`config.mk`:
```
export PLATFORM = sky130hd
export DESIGN_NAME = dual_conf_avmm_arb_flat
export DESIGN_NICKNAME = d
export VERILOG_FILES = /design/src/rtl/dual_conf_avmm_arb_pkg.sv /design/src/rtl/dual_conf_avmm_arb_if.sv /design/src/rtl/dual_conf_avmm_arb_rr_pick.sv /design/src/rtl/dual_conf_avmm_arb.sv /design/src/flat_wrapper.sv
export SDC_FILE = /design/constraint.sdc
export NUM_CORES = 1
export LEC_CHECK = 0
export CAP_MARGIN = 10
export CORE_AREA = 2 2 101 103
export CTS_CLUSTER_DIAMETER = 120
export CTS_CLUSTER_SIZE = 16
export DETAILED_ROUTE_END_ITERATION = 10
export DIE_AREA = 0 0 103 105
export GPL_ROUTABILITY_DRIVEN = 0
export PLACE_DENSITY = 0.82
export SYNTH_ARGS = -nofsm -noshare
export SYNTH_HDL_FRONTEND = slang
export SYNTH_SLANG_ARGS = --single-unit
```
`constraint.sdc`:
```
create_clock -name i_clk -period 3 [get_ports i_clk]
set_input_delay 0.9 -clock i_clk [delete_from_list [all_inputs] [get_ports i_clk]]
set_output_delay 0.9 -clock i_clk [all_outputs]
set_load 0.05 [all_outputs]
```
`src/rtl/dual_conf_avmm_arb_pkg.sv`:
```
// Purpose: shared constants, state encoding and helpers for the dual_conf CSR arbiter.
// Latency: n/a (declarations only).
// Backpressure: n/a.
// Contents: CSR offsets, trigger bit index, grant-pointer width, one-hot FSM states.
package dual_conf_avmm_arb_pkg;

  localparam logic [2:0] DC_OFS_TRIG = 3'd0;  // reconfig trigger register
  localparam logic [2:0] DC_OFS_CFG  = 3'd1;  // configuration select
  localparam logic [2:0] DC_OFS_BUSY = 3'd2;  // reconfig busy status
  localparam int         DC_TRIG_BIT = 0;     // writing 1 here starts reconfiguration
  localparam int         PTR_W       = 2;     // enough for up to 4 requesters

  typedef enum logic [5:0] {
    ST_IDLE   = 6'b000001,
    ST_SETUP  = 6'b000010,
    ST_STROBE = 6'b000100,
    ST_WAIT   = 6'b001000,
    ST_ACK    = 6'b010000,
    ST_LOCKED = 6'b100000
  } arb_state_t;

  // True when a write to this offset/data would start reconfiguration.
  function automatic logic is_trigger(input logic [2:0] addr, input logic [31:0] wdata);
    return (addr == DC_OFS_TRIG) && wdata[DC_TRIG_BIT];
  endfunction

endpackage

```
`src/rtl/dual_conf_avmm_arb_if.sv`:
```
// Purpose: bundles the requester side and the dual_conf Avalon-MM side of the arbiter.
// Latency: n/a (wiring only).
// Backpressure: requesters hold rd/wr until their ack pulse; dual_conf has no waitrequest.
// Modports: master = arbiter view (drives acks and dc_* strobes),
//           slave  = environment view (requesters plus the dual_conf slave).
interface dual_conf_avmm_arb_if #(
  parameter int NREQ = 2
);
  logic [NREQ-1:0]    i_req_rd;
  logic [NREQ-1:0]    i_req_wr;
  logic [3*NREQ-1:0]  i_req_addr;
  logic [32*NREQ-1:0] i_req_wdata;
  logic [NREQ-1:0]    o_req_ack;
  logic [31:0]        o_req_rdata;
  logic [2:0]         o_dc_addr;
  logic               o_dc_read;
  logic               o_dc_write;
  logic [31:0]        o_dc_writedata;
  logic [31:0]        i_dc_readdata;
  logic               o_busy;
  logic               o_locked;

  modport master (
    input  i_req_rd, i_req_wr, i_req_addr, i_req_wdata, i_dc_readdata,
    output o_req_ack, o_req_rdata, o_dc_addr, o_dc_read, o_dc_write,
           o_dc_writedata, o_busy, o_locked
  );

  modport slave (
    output i_req_rd, i_req_wr, i_req_addr, i_req_wdata, i_dc_readdata,
    input  o_req_ack, o_req_rdata, o_dc_addr, o_dc_read, o_dc_write,
           o_dc_writedata, o_busy, o_locked
  );
endinterface

```
`src/rtl/dual_conf_avmm_arb_rr_pick.sv`:
```
// Purpose: round-robin pick of one pending requester, searching upward from ptr with wrap.
// Latency: combinational.
// Backpressure: none; the caller only consumes the grant while idle.
// Ports: pending (per requester), ptr (search start) -> grant_idx, grant_vld.
module dual_conf_rr_pick
  import dual_conf_avmm_arb_pkg::*;
#(
  parameter int NREQ = 2
) (
  input  logic [NREQ-1:0]  pending,
  input  logic [PTR_W-1:0] ptr,
  output logic [PTR_W-1:0] grant_idx,
  output logic             grant_vld
);

  // Walk distances from the farthest to the nearest so the requester closest to
  // ptr (in wrap order) is the last assignment and therefore wins.
  always_comb begin
    grant_idx = '0;
    grant_vld = 1'b0;
    for (int j = NREQ - 1; j >= 0; j--) begin
      for (int k = 0; k < NREQ; k++) begin
        if (pending[k] && (((int'(ptr) + j) % NREQ) == k)) begin
          grant_idx = PTR_W'(k);
          grant_vld = 1'b1;
        end
      end
    end
  end

endmodule

```
`src/rtl/dual_conf_avmm_arb.sv`:
```
// Purpose: round-robin sharing of the dual_conf CSR slave, one transaction at a time.
// Latency: grant edge = cycle 0; write ack in cycle 3, read ack in cycle 3+RD_LAT.
// Backpressure: requesters hold their request until ack; after a trigger write all access is refused.
// Ports: i_clk, i_rst (async, active-high), bus (dual_conf_avmm_arb_if.master).
module dual_conf_avmm_arb
  import dual_conf_avmm_arb_pkg::*;
#(
  parameter int NREQ         = 2,
  parameter int RD_LAT       = 1,
  parameter int LOCK_ON_TRIG = 1
) (
  input logic                  i_clk,
  input logic                  i_rst,
  dual_conf_avmm_arb_if.master bus
);

  arb_state_t       state;
  logic [PTR_W-1:0] ptr;
  logic [PTR_W-1:0] gnt_q;
  logic             op_wr_q;
  logic [1:0]       wait_cnt;

  logic [NREQ-1:0]  pending;
  logic [PTR_W-1:0] pick_idx;
  logic             pick_vld;
  logic [PTR_W-1:0] ptr_nxt;
  logic             sel_wr;
  logic [2:0]       sel_addr;
  logic [31:0]      sel_wdata;

  assign pending = bus.i_req_rd | bus.i_req_wr;

  dual_conf_rr_pick #(.NREQ(NREQ)) u_pick (
    .pending   (pending),
    .ptr       (ptr),
    .grant_idx (pick_idx),
    .grant_vld (pick_vld)
  );

  // Mux the picked requester's op/addr/data; rd+wr together counts as a write.
  always_comb begin
    sel_wr    = 1'b0;
    sel_addr  = '0;
    sel_wdata = '0;
    for (int k = 0; k < NREQ; k++) begin
      if (pick_idx == PTR_W'(k)) begin
        sel_wr    = bus.i_req_wr[k];
        sel_addr  = bus.i_req_addr[3*k +: 3];
        sel_wdata = bus.i_req_wdata[32*k +: 32];
      end
    end
    ptr_nxt = (pick_idx == PTR_W'(NREQ - 1)) ? '0 : pick_idx + 1'b1;
  end

  always_ff @(posedge i_clk or posedge i_rst) begin
    if (i_rst) begin
      state              <= ST_IDLE;
      ptr                <= '0;
      gnt_q              <= '0;
      op_wr_q            <= 1'b0;
      wait_cnt           <= '0;
      bus.o_req_ack      <= '0;
      bus.o_req_rdata    <= '0;
      bus.o_dc_addr      <= '0;
      bus.o_dc_read      <= 1'b0;
      bus.o_dc_write     <= 1'b0;
      bus.o_dc_writedata <= '0;
      bus.o_busy         <= 1'b0;
      bus.o_locked       <= 1'b0;
    end else begin
      // Strobes and ack are single-cycle pulses unless re-asserted below.
      bus.o_req_ack  <= '0;
      bus.o_dc_read  <= 1'b0;
      bus.o_dc_write <= 1'b0;
      case (state)
        ST_IDLE: begin
          if (pick_vld) begin
            state              <= ST_SETUP;
            gnt_q              <= pick_idx;
            ptr                <= ptr_nxt;
            op_wr_q            <= sel_wr;
            bus.o_dc_addr      <= sel_addr;
            bus.o_dc_writedata <= sel_wdata;
            bus.o_busy         <= 1'b1;
          end
        end
        ST_SETUP: begin
          state <= ST_STROBE;
          if (op_wr_q) bus.o_dc_write <= 1'b1;
          else         bus.o_dc_read  <= 1'b1;
        end
        ST_STROBE: begin
          if (op_wr_q) begin
            state         <= ST_ACK;
            bus.o_req_ack <= NREQ'(1) << gnt_q;
          end else begin
            state    <= ST_WAIT;
            wait_cnt <= 2'(RD_LAT);
          end
        end
        ST_WAIT: begin
          // The count reaching zero on this edge is when readdata is valid.
          if (wait_cnt == 2'd1) begin
            state           <= ST_ACK;
            bus.o_req_rdata <= bus.i_dc_readdata;
            bus.o_req_ack   <= NREQ'(1) << gnt_q;
          end else begin
            wait_cnt <= wait_cnt - 2'd1;
          end
        end
        ST_ACK: begin
          bus.o_busy <= 1'b0;
          if ((LOCK_ON_TRIG != 0) && op_wr_q && is_trigger(bus.o_dc_addr, bus.o_dc_writedata)) begin
            state        <= ST_LOCKED;
            bus.o_locked <= 1'b1;
          end else begin
            state <= ST_IDLE;
          end
        end
        ST_LOCKED: state <= ST_LOCKED;
        default:   state <= ST_IDLE;
      endcase
    end
  end

endmodule

```
`src/flat_wrapper.sv`:
```
// flat-port wrapper written by rule: the top's interface ports become plain ports
module dual_conf_avmm_arb_flat import dual_conf_avmm_arb_pkg::*;
#(
  parameter int NREQ         = 2,
  parameter int RD_LAT       = 1,
  parameter int LOCK_ON_TRIG = 1
)
  (i_clk, i_rst, bus_i_req_rd, bus_i_req_wr, bus_i_req_addr, bus_i_req_wdata, bus_i_dc_readdata, bus_o_req_ack, bus_o_req_rdata, bus_o_dc_addr, bus_o_dc_read, bus_o_dc_write, bus_o_dc_writedata, bus_o_busy, bus_o_locked);
  dual_conf_avmm_arb_if #(.NREQ(NREQ)) bus_i ();
  input logic i_clk;
  input logic i_rst;
  input wire logic [$bits(bus_i.i_req_rd)-1:0] bus_i_req_rd;
  input wire logic [$bits(bus_i.i_req_wr)-1:0] bus_i_req_wr;
  input wire logic [$bits(bus_i.i_req_addr)-1:0] bus_i_req_addr;
  input wire logic [$bits(bus_i.i_req_wdata)-1:0] bus_i_req_wdata;
  input wire logic [$bits(bus_i.i_dc_readdata)-1:0] bus_i_dc_readdata;
  output wire logic [$bits(bus_i.o_req_ack)-1:0] bus_o_req_ack;
  output wire logic [$bits(bus_i.o_req_rdata)-1:0] bus_o_req_rdata;
  output wire logic [$bits(bus_i.o_dc_addr)-1:0] bus_o_dc_addr;
  output wire logic [$bits(bus_i.o_dc_read)-1:0] bus_o_dc_read;
  output wire logic [$bits(bus_i.o_dc_write)-1:0] bus_o_dc_write;
  output wire logic [$bits(bus_i.o_dc_writedata)-1:0] bus_o_dc_writedata;
  output wire logic [$bits(bus_i.o_busy)-1:0] bus_o_busy;
  output wire logic [$bits(bus_i.o_locked)-1:0] bus_o_locked;
  assign bus_i.i_req_rd = bus_i_req_rd;
  assign bus_i.i_req_wr = bus_i_req_wr;
  assign bus_i.i_req_addr = bus_i_req_addr;
  assign bus_i.i_req_wdata = bus_i_req_wdata;
  assign bus_i.i_dc_readdata = bus_i_dc_readdata;
  assign bus_o_req_ack = bus_i.o_req_ack;
  assign bus_o_req_rdata = bus_i.o_req_rdata;
  assign bus_o_dc_addr = bus_i.o_dc_addr;
  assign bus_o_dc_read = bus_i.o_dc_read;
  assign bus_o_dc_write = bus_i.o_dc_write;
  assign bus_o_dc_writedata = bus_i.o_dc_writedata;
  assign bus_o_busy = bus_i.o_busy;
  assign bus_o_locked = bus_i.o_locked;
  dual_conf_avmm_arb #(.NREQ(NREQ), .RD_LAT(RD_LAT), .LOCK_ON_TRIG(LOCK_ON_TRIG)) u_core (.i_clk(i_clk), .i_rst(i_rst), .bus(bus_i));
endmodule
```
==> flow_summary.yaml, run 1 <==
final_layout:
  syn_to_final_growth_pct: 62.4
  fin_cells: 579
  fin_area_sq_mm: 0.00558
  drive_above_1_share_pct: 14.1
  fillers: 832
  final_util_pct: 57.9
  antenna_cells: 0
  final_nets: 550
sta:
  fmax_mhz: 405
  final_hold_viol_count: 0
  tightest_slew_ps: 809
  skew_ps: 8.77
  drv_slew: 0
  timing.hold.ws_ps: 444
  slew_headroom_pct: 45.3
  fin_ws_ps: 532
  finalSetupTns_ps: 0
  rsz0062_at_grt: "false"
  finalSetupViolCount: 0
  min_period_over_period_pct: 82.3
  post-route-min-period_ps: 2470
power_and_ir_drop:
  switching_share_pct: 48.1
  p_int_mw: 3.54
  p_switching_mw: 3.28
  ir_drop_uv: 680
  pwr_density_cell_mw_per_mm2: 1220
  pwr-share-clk_pct: 10.9
  combPwrFrac_pct: 59.9
  power_mw: 6.82
  p_leak_nw: 2.47
  seqPwrFrac_pct: 29.2
placement:
  place_area_sq_mm: 0.00540
  dp_hpwl_microns: 7340
  dp_cells: 563
  dp_slack_ps: 344
  portBuffers: 180
detailed_routing:
  via_per_inst: 5.05
  routed_wl_microns: 9790
  firstDrtPassIters: 6
  ant_nets: 0
  vias: 2922
  drtIter0Drc: 240
  drc: 0
  drt-wirelength-per-cell_microns: 16.9
min_path:
  hold_class: "flop to flop"
  holdPathStages: 1
  hold_end: "u_core.bus.o_req_ack[0]"
  worstHoldStart: "u_core.gnt_q[0]"
cts:
  htree_levels: 3
  cts.sinks: 84
  cts_tree: "done"
  insertion_delay_ps: 340
  hold_buffers: 0
  cts_buffer_depth: 2
  cts_setup_buffers: 0
  cts_resized: 0
  clkTransAtPathRegs_ps: 80
  cts_made_buffers: 9
  cts_root_buffer: "clkbuf_8"
job:
  maxCapViolations: 0
synthesis:
  synth_cell_type_count: 39
  yosys.area.top_type: "dfrtp_1"
  ys_top_cells_by_area: "dfrtp_1 60%, mux2_2 11%, a222oi_1 10%"
  seq_area_frac_synth_pct: 61.1
  synth_edf_count: 0
  ys_async_sr_fraction_pct: 100
  syn-num-nets: 366
  synth_top_area_share_pct: 60.4
  yosysMostFrequentCell: "dfrtp_1"
  yosysWarnings: 0
  synth-main-ff-cell: "dfrtp_1"
  synth.cell_area_sq_mm: 0.00344
  syn_inst: 257
  ys_seq_elements: 84
  avgSynthCellArea_sq_um: 13.4
  netlist_top_cells_count: "83 x dfrtp_1, 42 x inv_1, 36 x a222oi_1, 33 x mux2_2, 7 x buf_2"
critical_path:
  r2r_start: "u_core.state[4]"
  worstPathCellList: "clkdlybuf4s50_1"
  cp_max_fo: 3
  cp.arrival_ps: 1570
  cp-end-kind: "primary output"
  cp.required_ps: 2100
  critical_path.slowest_cell: "clkdlybuf4s50_1"
  crit_type: "flop to primary output"
  r2r-end: "u_core.wait_cnt[0]"
  cp_slowest_stage_delay_ps: 840
  critical_path_buf_inv_count: 1
  startpoint_type: "flop"
  cpLargestDelayFamily: "buffers and inverters"
  worstSetupPathDepth: 1
  r2r_slack_ps: 840
  ff2ff_path_depth: 4
die:
  ios: 181
  core_sq_mm: 0.00964
  start_util_pct: 35.7
  fp.dieW_microns: 103
  rows: 36
  die_h_microns: 105
  die-area_sq_mm: 0.0108
global_route:
  grt_pass1_vias: 3192
  grt_max_degree: 49
  antenna_found_initial: 0
  overflow: 0
  grt_first_pass_wirelength_microns: 15500
  gr-usage-all-layers_pct: 18.5
run_status:
  status: "finished clean"
==> state kept, by name, indices dropped and copies added (netlist names) <==
register,flops
u_core.bus.o_busy,1
u_core.bus.o_dc_writedata,32
u_core.wait_cnt,2
u_core.state,6
u_core.bus.o_dc_write,1
u_core.bus.o_req_ack,2
u_core.op_wr_q,1
u_core.gnt_q,1
u_core.bus.o_req_rdata,32
u_core.bus.o_dc_addr,3
u_core.bus.o_locked,1
u_core.bus.o_dc_read,1
u_core.ptr,1
==> placed cells by master, fill, tap and decap left out, types with 3 or more instances in the layout <==
cell type	synthesis	routed
a222oi_1	36	36
buf_4	0	7
clkbuf_1	4	3
clkbuf_8	0	12
clkdlybuf4s50_1	0	180
dfrtp_1	83	83
inv_1	42	41
mux2_2	33	33
nand2b_1	3	3
nand3_1	5	4
nor2_1	5	5
==> cell type report <==
| type | instances | area, sq um | share of cell area (%) |
|---|---|---|---|
| repair buffers | 188 | 1870 | 33.6 |
| clock buffers | 15 | 176 | 3.16 |
| flip-flops and latches | 84 | 2100 | 37.7 |
| inverters | 42 | 161 | 2.89 |
| clock inverters | 1 | 7.51 | 0.134 |
| well taps | 133 | 166 | 2.98 |
| multi-input cells | 116 | 1090 | 19.6 |
==> cell families after synthesis <==
family / after synthesis / share of synthesized area [%]
buffers and inverters: 57 / 7.17
AND/OR/NAND/NOR: 32 / 6.66
flip-flops: 84 / 61.1
AO/OA/AOI/OAI: 48 / 13.3
multiplexers: 34 / 11.1
adder cells (fa/ha/maj): 1 / 0.364
XOR/XNOR: 1 / 0.255
==> power by group through the flow <==
stage / clock, mW / combinational (mW) / sequential [mW]
after floorplan: 0 / 1.11 / 3.57
after global placement: 0 / 4.04 / 1.98
after detailed placement: 0 / 4.10 / 2.01
after CTS: 0.775 / 4.12 / 1.99
after global routing: 0.832 / 4.30 / 2.05
final: 0.746 / 4.08 / 1.99
==> worst max-delay path by stage <==
stage	from	end
finish	u_core.bus.o_dc_writedata[0]	bus_o_dc_writedata[0]
global route	u_core.bus.o_dc_writedata[0]	bus_o_dc_writedata[0]
CTS	u_core.bus.o_dc_writedata[0]	bus_o_dc_writedata[0]
detailed placement	bus_i_req_wr[1]	u_core.bus.o_busy
global placement	bus_i_req_wr[1]	u_core.bus.o_dc_writedata[31]
floorplan	bus_i_req_wr[1]	u_core.bus.o_dc_writedata[10]
==> metal layers <==
metal / vias to the layer above / GRT usage, % / routed length [microns]
li1: 1321 / - / -
met1: 1469 / 21.3 / 3690
met2: 122 / 31.0 / 5080
met3: 10 / 7.83 / 912
met4: 0 / 5.17 / 116
met5: - / 0 / 0
Note: power is estimated with default switching activity, not from simulation.
==> run 2: changes to the inputs <==
CORE_AREA = 2 2 97 99   (was 2 2 101 103)
DIE_AREA = 0 0 99 101   (was 0 0 103 105)
PLACE_DENSITY = 0.85   (was 0.82)
clock period = 2.57 ns   (was 3 ns; I/O delays follow)
==> run 2 against run 1 <==
Clock-buffer cell count down 3. Cell area up 0.60%. Final cell count down 3.5%. First-iteration DRC count up 2.5%. Critical path depth unchanged. Hold slack better by 24 ps. Register-to-register slack worse by 330 ps. Die area down 7.5%. Clock skew about the same. Non-clock buffer count up 2. Critical path type unchanged. Critical endpoint is now bus_o_dc_writedata[19]. Largest cell class unchanged. Highest routed layer unchanged.
==> flow_summary.yaml, run 2 (same netlist as run 1, synthesis figures left out) <==
run_status:
  status: "finished clean"
sta:
  drv_slew: 0
  fin_ws_ps: 250
  min_period_over_period_pct: 90.3
  skew_ps: 8.95
  finalSetupTns_ps: 0
  post-route-min-period_ps: 2320
  slew_headroom_pct: 56.2
  tightest_slew_ps: 652
  finalSetupViolCount: 0
  final_hold_viol_count: 0
  timing.hold.ws_ps: 468
  fmax_mhz: 431
  rsz0062_at_grt: "false"
global_route:
  grtUsageMet1_pct: 21.8
  grt_pass1_vias: 3039
  overflow: 0
  gr-usage-all-layers_pct: 19.0
  antenna_found_initial: 0
  grt.busiest_layer: "met2"
  grt_util_met2_pct: 34.3
  grtUsageMet3_pct: 3.95
  grt_max_degree: 46
  grt_first_pass_wirelength_microns: 15100
final_layout:
  syn_to_final_growth_pct: 63.3
  final_util_pct: 62.6
  most-common-layout-cells: "180 x clkdlybuf4s50_1, 83 x dfrtp_1, 41 x inv_1"
  final_nets: 552
  antenna_cells: 0
  drive_above_1_share_pct: 14.7
  final_common_cell: "clkdlybuf4s50_1"
  fillers: 682
  fin_cells: 559
  top_regs: "u_core.bus.o_dc_writedata x32, u_core.bus.o_req_rdata x32, u_core.state x6"
detailed_routing:
  drc: 0
  via_per_inst: 5.18
  vias: 2898
  routed_wl_microns: 9650
  drtIter0Drc: 246
  drt-wirelength-per-cell_microns: 17.3
  ant_nets: 0
  firstDrtPassIters: 9
critical_path:
  cp.arrival_ps: 1550
  critical_path.slowest_cell: "clkdlybuf4s50_1"
  cp_max_fo: 2
  startpoint_type: "flop"
  cpLargestDelayFamily: "buffers and inverters"
  cp-end-kind: "primary output"
  cp.required_ps: 1800
  critical_path_buf_inv_count: 1
  crit_type: "flop to primary output"
  r2r_slack_ps: 510
  cp_slowest_stage_delay_ps: 830
  worstPathCellList: "clkdlybuf4s50_1"
power_and_ir_drop:
  pwr_density_cell_mw_per_mm2: 1450
  switching_share_pct: 47.6
  p_leak_nw: 2.50
  p_int_mw: 4.27
  ir_drop_uv: 935
  seqPwrFrac_pct: 28.6
  p_switching_mw: 3.87
  combPwrFrac_pct: 59.3
  pwr-share-clk_pct: 12.1
die:
  start_util_pct: 38.3
  core_sq_mm: 0.00898
  die_h_microns: 101
  fp.dieW_microns: 99
  rows: 35
  die-area_sq_mm: 0.0100
  ios: 181
cts:
  cts_tree: "done"
  cts_made_buffers: 9
  insertion_delay_ps: 340
  hold_buffers: 0
  cts_resized: 0
  clkTransAtPathRegs_ps: 90
  cts_root_buffer: "clkbuf_8"
  htree_levels: 3
  cts.sinks: 84
  cts_setup_buffers: 0
  cts_buffer_depth: 2
placement:
  dp_hpwl_microns: 7230
  portBuffers: 180
  dp_cells: 543
  dp_slack_ps: 91.1
min_path:
  hold_class: "flop to flop"
job:
  maxCapViolations: 0
run 2: changes by cell type in the layout (fill, tap and decap cells not counted):
cell and delta:
buf_12 +2, clkbuf_1 -2, inv_6 +2, bufinv_16 +1, clkbuf_8 -1, nand3_1 +1, nand3_2 -1
run 2: through the flow:
stage	power (mW)	cell area, sq um
6_report	8.14	5620
5_1_grt	8.53	5620
4_1_cts	8.20	5620
3_5_place_dp	7.20	5410
3_3_place_gp	7.05	5410
2_1_floorplan	5.47	3440
run 2: worst paths after layout:
| kind | startpoint | end | depth (start not counted) |
|---|---|---|---|
| max in group asynchronous | i_rst | u_core.bus.o_dc_writedata[24] | 3 |
| min reg2reg | u_core.gnt_q[0] | u_core.bus.o_req_ack[0] | 1 |
| min | u_core.gnt_q[0] | u_core.bus.o_req_ack[0] | 1 |
| max | u_core.bus.o_dc_writedata[19] | bus_o_dc_writedata[19] | 1 |
| min in group asynchronous | i_rst | u_core.bus.o_req_ack[1] | 3 |
| max reg2reg | u_core.state[3] | u_core.wait_cnt[0] | 4 |
run 2: layout make-up:
class / instances / area [sq um] / area share, %
inverter: 42 / 161 / 2.87
clock buffer: 12 / 155 / 2.76
sequential: 84 / 2100 / 37.4
tap: 111 / 139 / 2.47
clock inverter: 4 / 55.1 / 0.980
multi-input combinational: 116 / 1090 / 19.4
timing repair buffer: 190 / 1910 / 34.1
run 2: power by group through the flow:
stage	clock network [mW]	logic, mW	registers (mW)
after CTS	1.01	4.86	2.33
after global routing	1.07	5.06	2.41
final	0.985	4.83	2.33
after floorplan	0	1.30	4.17
after detailed placement	0	4.85	2.34
after global placement	0	4.74	2.32
run 2: per-layer routing:
metal	part of all wire [%]	wire length [microns]
met1	37	3600
met2	54	5260
met3	5.3	515
met4	2.9	276
met5	0	0
==> run 3: changes to the inputs <==
==> constraint.sdc (replaced) <==
create_clock -name i_clk -period 2.57 [get_ports i_clk]
set_input_delay 0.3855 -clock i_clk [delete_from_list [all_inputs] [get_ports i_clk]]
set_output_delay 0.3855 -clock i_clk [all_outputs]
set_load 0.05 [all_outputs]
==> run 3 against run 2 <==
Sequential power barely moved. First-iteration DRC count rose by 14%. Wire length barely moved. Fmax rose by 9.8%. Register-to-register slack got worse by 50 ps. Final cell count fell by 0.54%. Non-clock buffer count fell by 3. Cell area fell by 0.76%. Sequential share of layout area rose by 0.29 points. Die area did not move. Total power fell by 0.49%. Worst setup slack improved by 210 ps. Highest routed layer unchanged.
==> flow_summary.yaml, run 3 (same netlist as run 1, synthesis figures left out) <==
sta:
  slew_headroom_pct: 53.2
  tightest_slew_ps: 692
  final_hold_viol_count: 0
  drv_slew: 0
  finalSetupTns_ps: 0
  timing.hold.ws_ps: 446
  finalSetupViolCount: 0
  skew_ps: 12.8
  rsz0062_at_grt: "false"
  min_period_over_period_pct: 82.2
  post-route-min-period_ps: 2110
  fmax_mhz: 473
global_route:
  grt_max_degree: 85
  grt_pass1_vias: 3006
  grtUsageMet1_pct: 22.8
  grt.busiest_layer: "met2"
  gr-usage-all-layers_pct: 19.3
  grtUsageMet3_pct: 4.37
  antenna_found_initial: 0
  grt_first_pass_wirelength_microns: 15100
  overflow: 0
  grt_util_met2_pct: 33.5
cts:
  cts_root_buffer: "clkbuf_8"
  cts_tree: "done"
  insertion_delay_ps: 340
  htree_levels: 3
  cts_made_buffers: 9
  cts_resized: 0
  hold_buffers: 0
  cts.sinks: 84
  cts_setup_buffers: 0
  cts_buffer_depth: 2
  clkTransAtPathRegs_ps: 80
die:
  fp.dieW_microns: 99
  die_h_microns: 101
  core_sq_mm: 0.00898
  start_util_pct: 38.3
  die-area_sq_mm: 0.0100
  ios: 181
  rows: 35
critical_path:
  critical_path.slowest_cell: "or4b_4"
  cp_slowest_stage_delay_ps: 530
  critical_path_buf_inv_count: 0
  startpoint_type: "flop"
  r2r_start: "u_core.state[3]"
  crit_type: "flop to flop"
  cp-end-kind: "flop"
  cp_max_fo: 6
  worstPathCellList: "or3_1 > or4b_4 > o22ai_2 > mux2_2"
  cp.required_ps: 2790
  cp.arrival_ps: 2330
  startpoint: "u_core.state[3]"
  cpLargestDelayFamily: "simple AND/OR/NAND/NOR gates"
detailed_routing:
  drtIter0Drc: 281
  vias: 2906
  routed_wl_microns: 9660
  via_per_inst: 5.23
  drc: 0
  ant_nets: 0
  drt-wirelength-per-cell_microns: 17.4
  firstDrtPassIters: 6
final_layout:
  fillers: 709
  regArea_sq_mm: 0.00210
  final_util_pct: 62.1
  drive_above_1_share_pct: 13.9
  final_common_cell: "clkdlybuf4s50_1"
  multiInputGateArea_sq_mm: 0.00109
  fin_area_sq_mm: 0.00558
  syn_to_final_growth_pct: 62.1
  most-common-layout-cells: "180 x clkdlybuf4s50_1, 83 x dfrtp_1, 41 x inv_1"
  antenna_cells: 0
  top_regs: "u_core.bus.o_dc_writedata x32, u_core.bus.o_req_rdata x32, u_core.state x6"
  final_nets: 549
power_and_ir_drop:
  pwr_density_cell_mw_per_mm2: 1450
  p_leak_nw: 2.49
  ir_drop_uv: 838
placement:
  dp_hpwl_microns: 6990
  place_area_sq_mm: 0.00536
  portBuffers: 180
run_status:
  status: "finished clean"
job:
  maxCapViolations: 0
min_path:
  worstHoldStart: "u_core.gnt_q[0]"
  hold_class: "flop to flop"
## run 3: changes by cell type in the layout (fill, tap and decap cells not counted), sizes merged
cell      previous run  this run
buf                 10         7
clkinv               0         2
inv                 43        41
bufinv               1         2
clkinvlp             2         1
## run 3: worst paths after layout
path | endpoint | slack, ps | depth (start not counted)
hold reg to reg | u_core.bus.o_req_ack[0] | 450 | 1
min in group asynchronous | u_core.bus.o_req_rdata[29] | 460 | 3
max in group asynchronous | u_core.state[0] | 1750 | 3
setup reg to reg | u_core.wait_cnt[0] | 460 | 4
hold / removal | u_core.bus.o_req_ack[0] | 450 | 1
setup / recovery | u_core.wait_cnt[0] | 460 | 4
## run 3: layout make-up
type	instances	area share, %
clock buffers	12	2.60
flip-flops and latches	84	37.7
inverters	42	2.85
well taps	111	2.49
multi-input cells	116	19.5
repair buffers	187	33.5
clock inverters	4	1.30
## run 3: metal layers
metal / share of wire [%] / wire length [microns]
met2: 54 / 5220
met3: 5.7 / 552
met4: 3.0 / 290
met5: 0 / 0
met1: 37 / 3590
## run 3: metrics by stage
stage                     total power [mW]  setup slack (ps)  std cells
after floorplan                       5.47              21.0        257
after global routing                  8.52               285        556
after global placement                6.98               429        540
after CTS                             8.17               469        556
after detailed placement              7.11               406        540
final                                 8.10               457        556
## run 3: worst reg2reg max path: stages (launching register included)
cell and delay (ps):
dfrtp_1 440, or3_1 440, or4b_4 530, o22ai_2 230, mux2_2 360
## run 3: report_power, final
group / internal [mW] / switching [mW]
sequential: 1.94 / 0.372
clock: 0.574 / 0.453
combinational: 1.75 / 3.01
total: 4.27 / 3.84
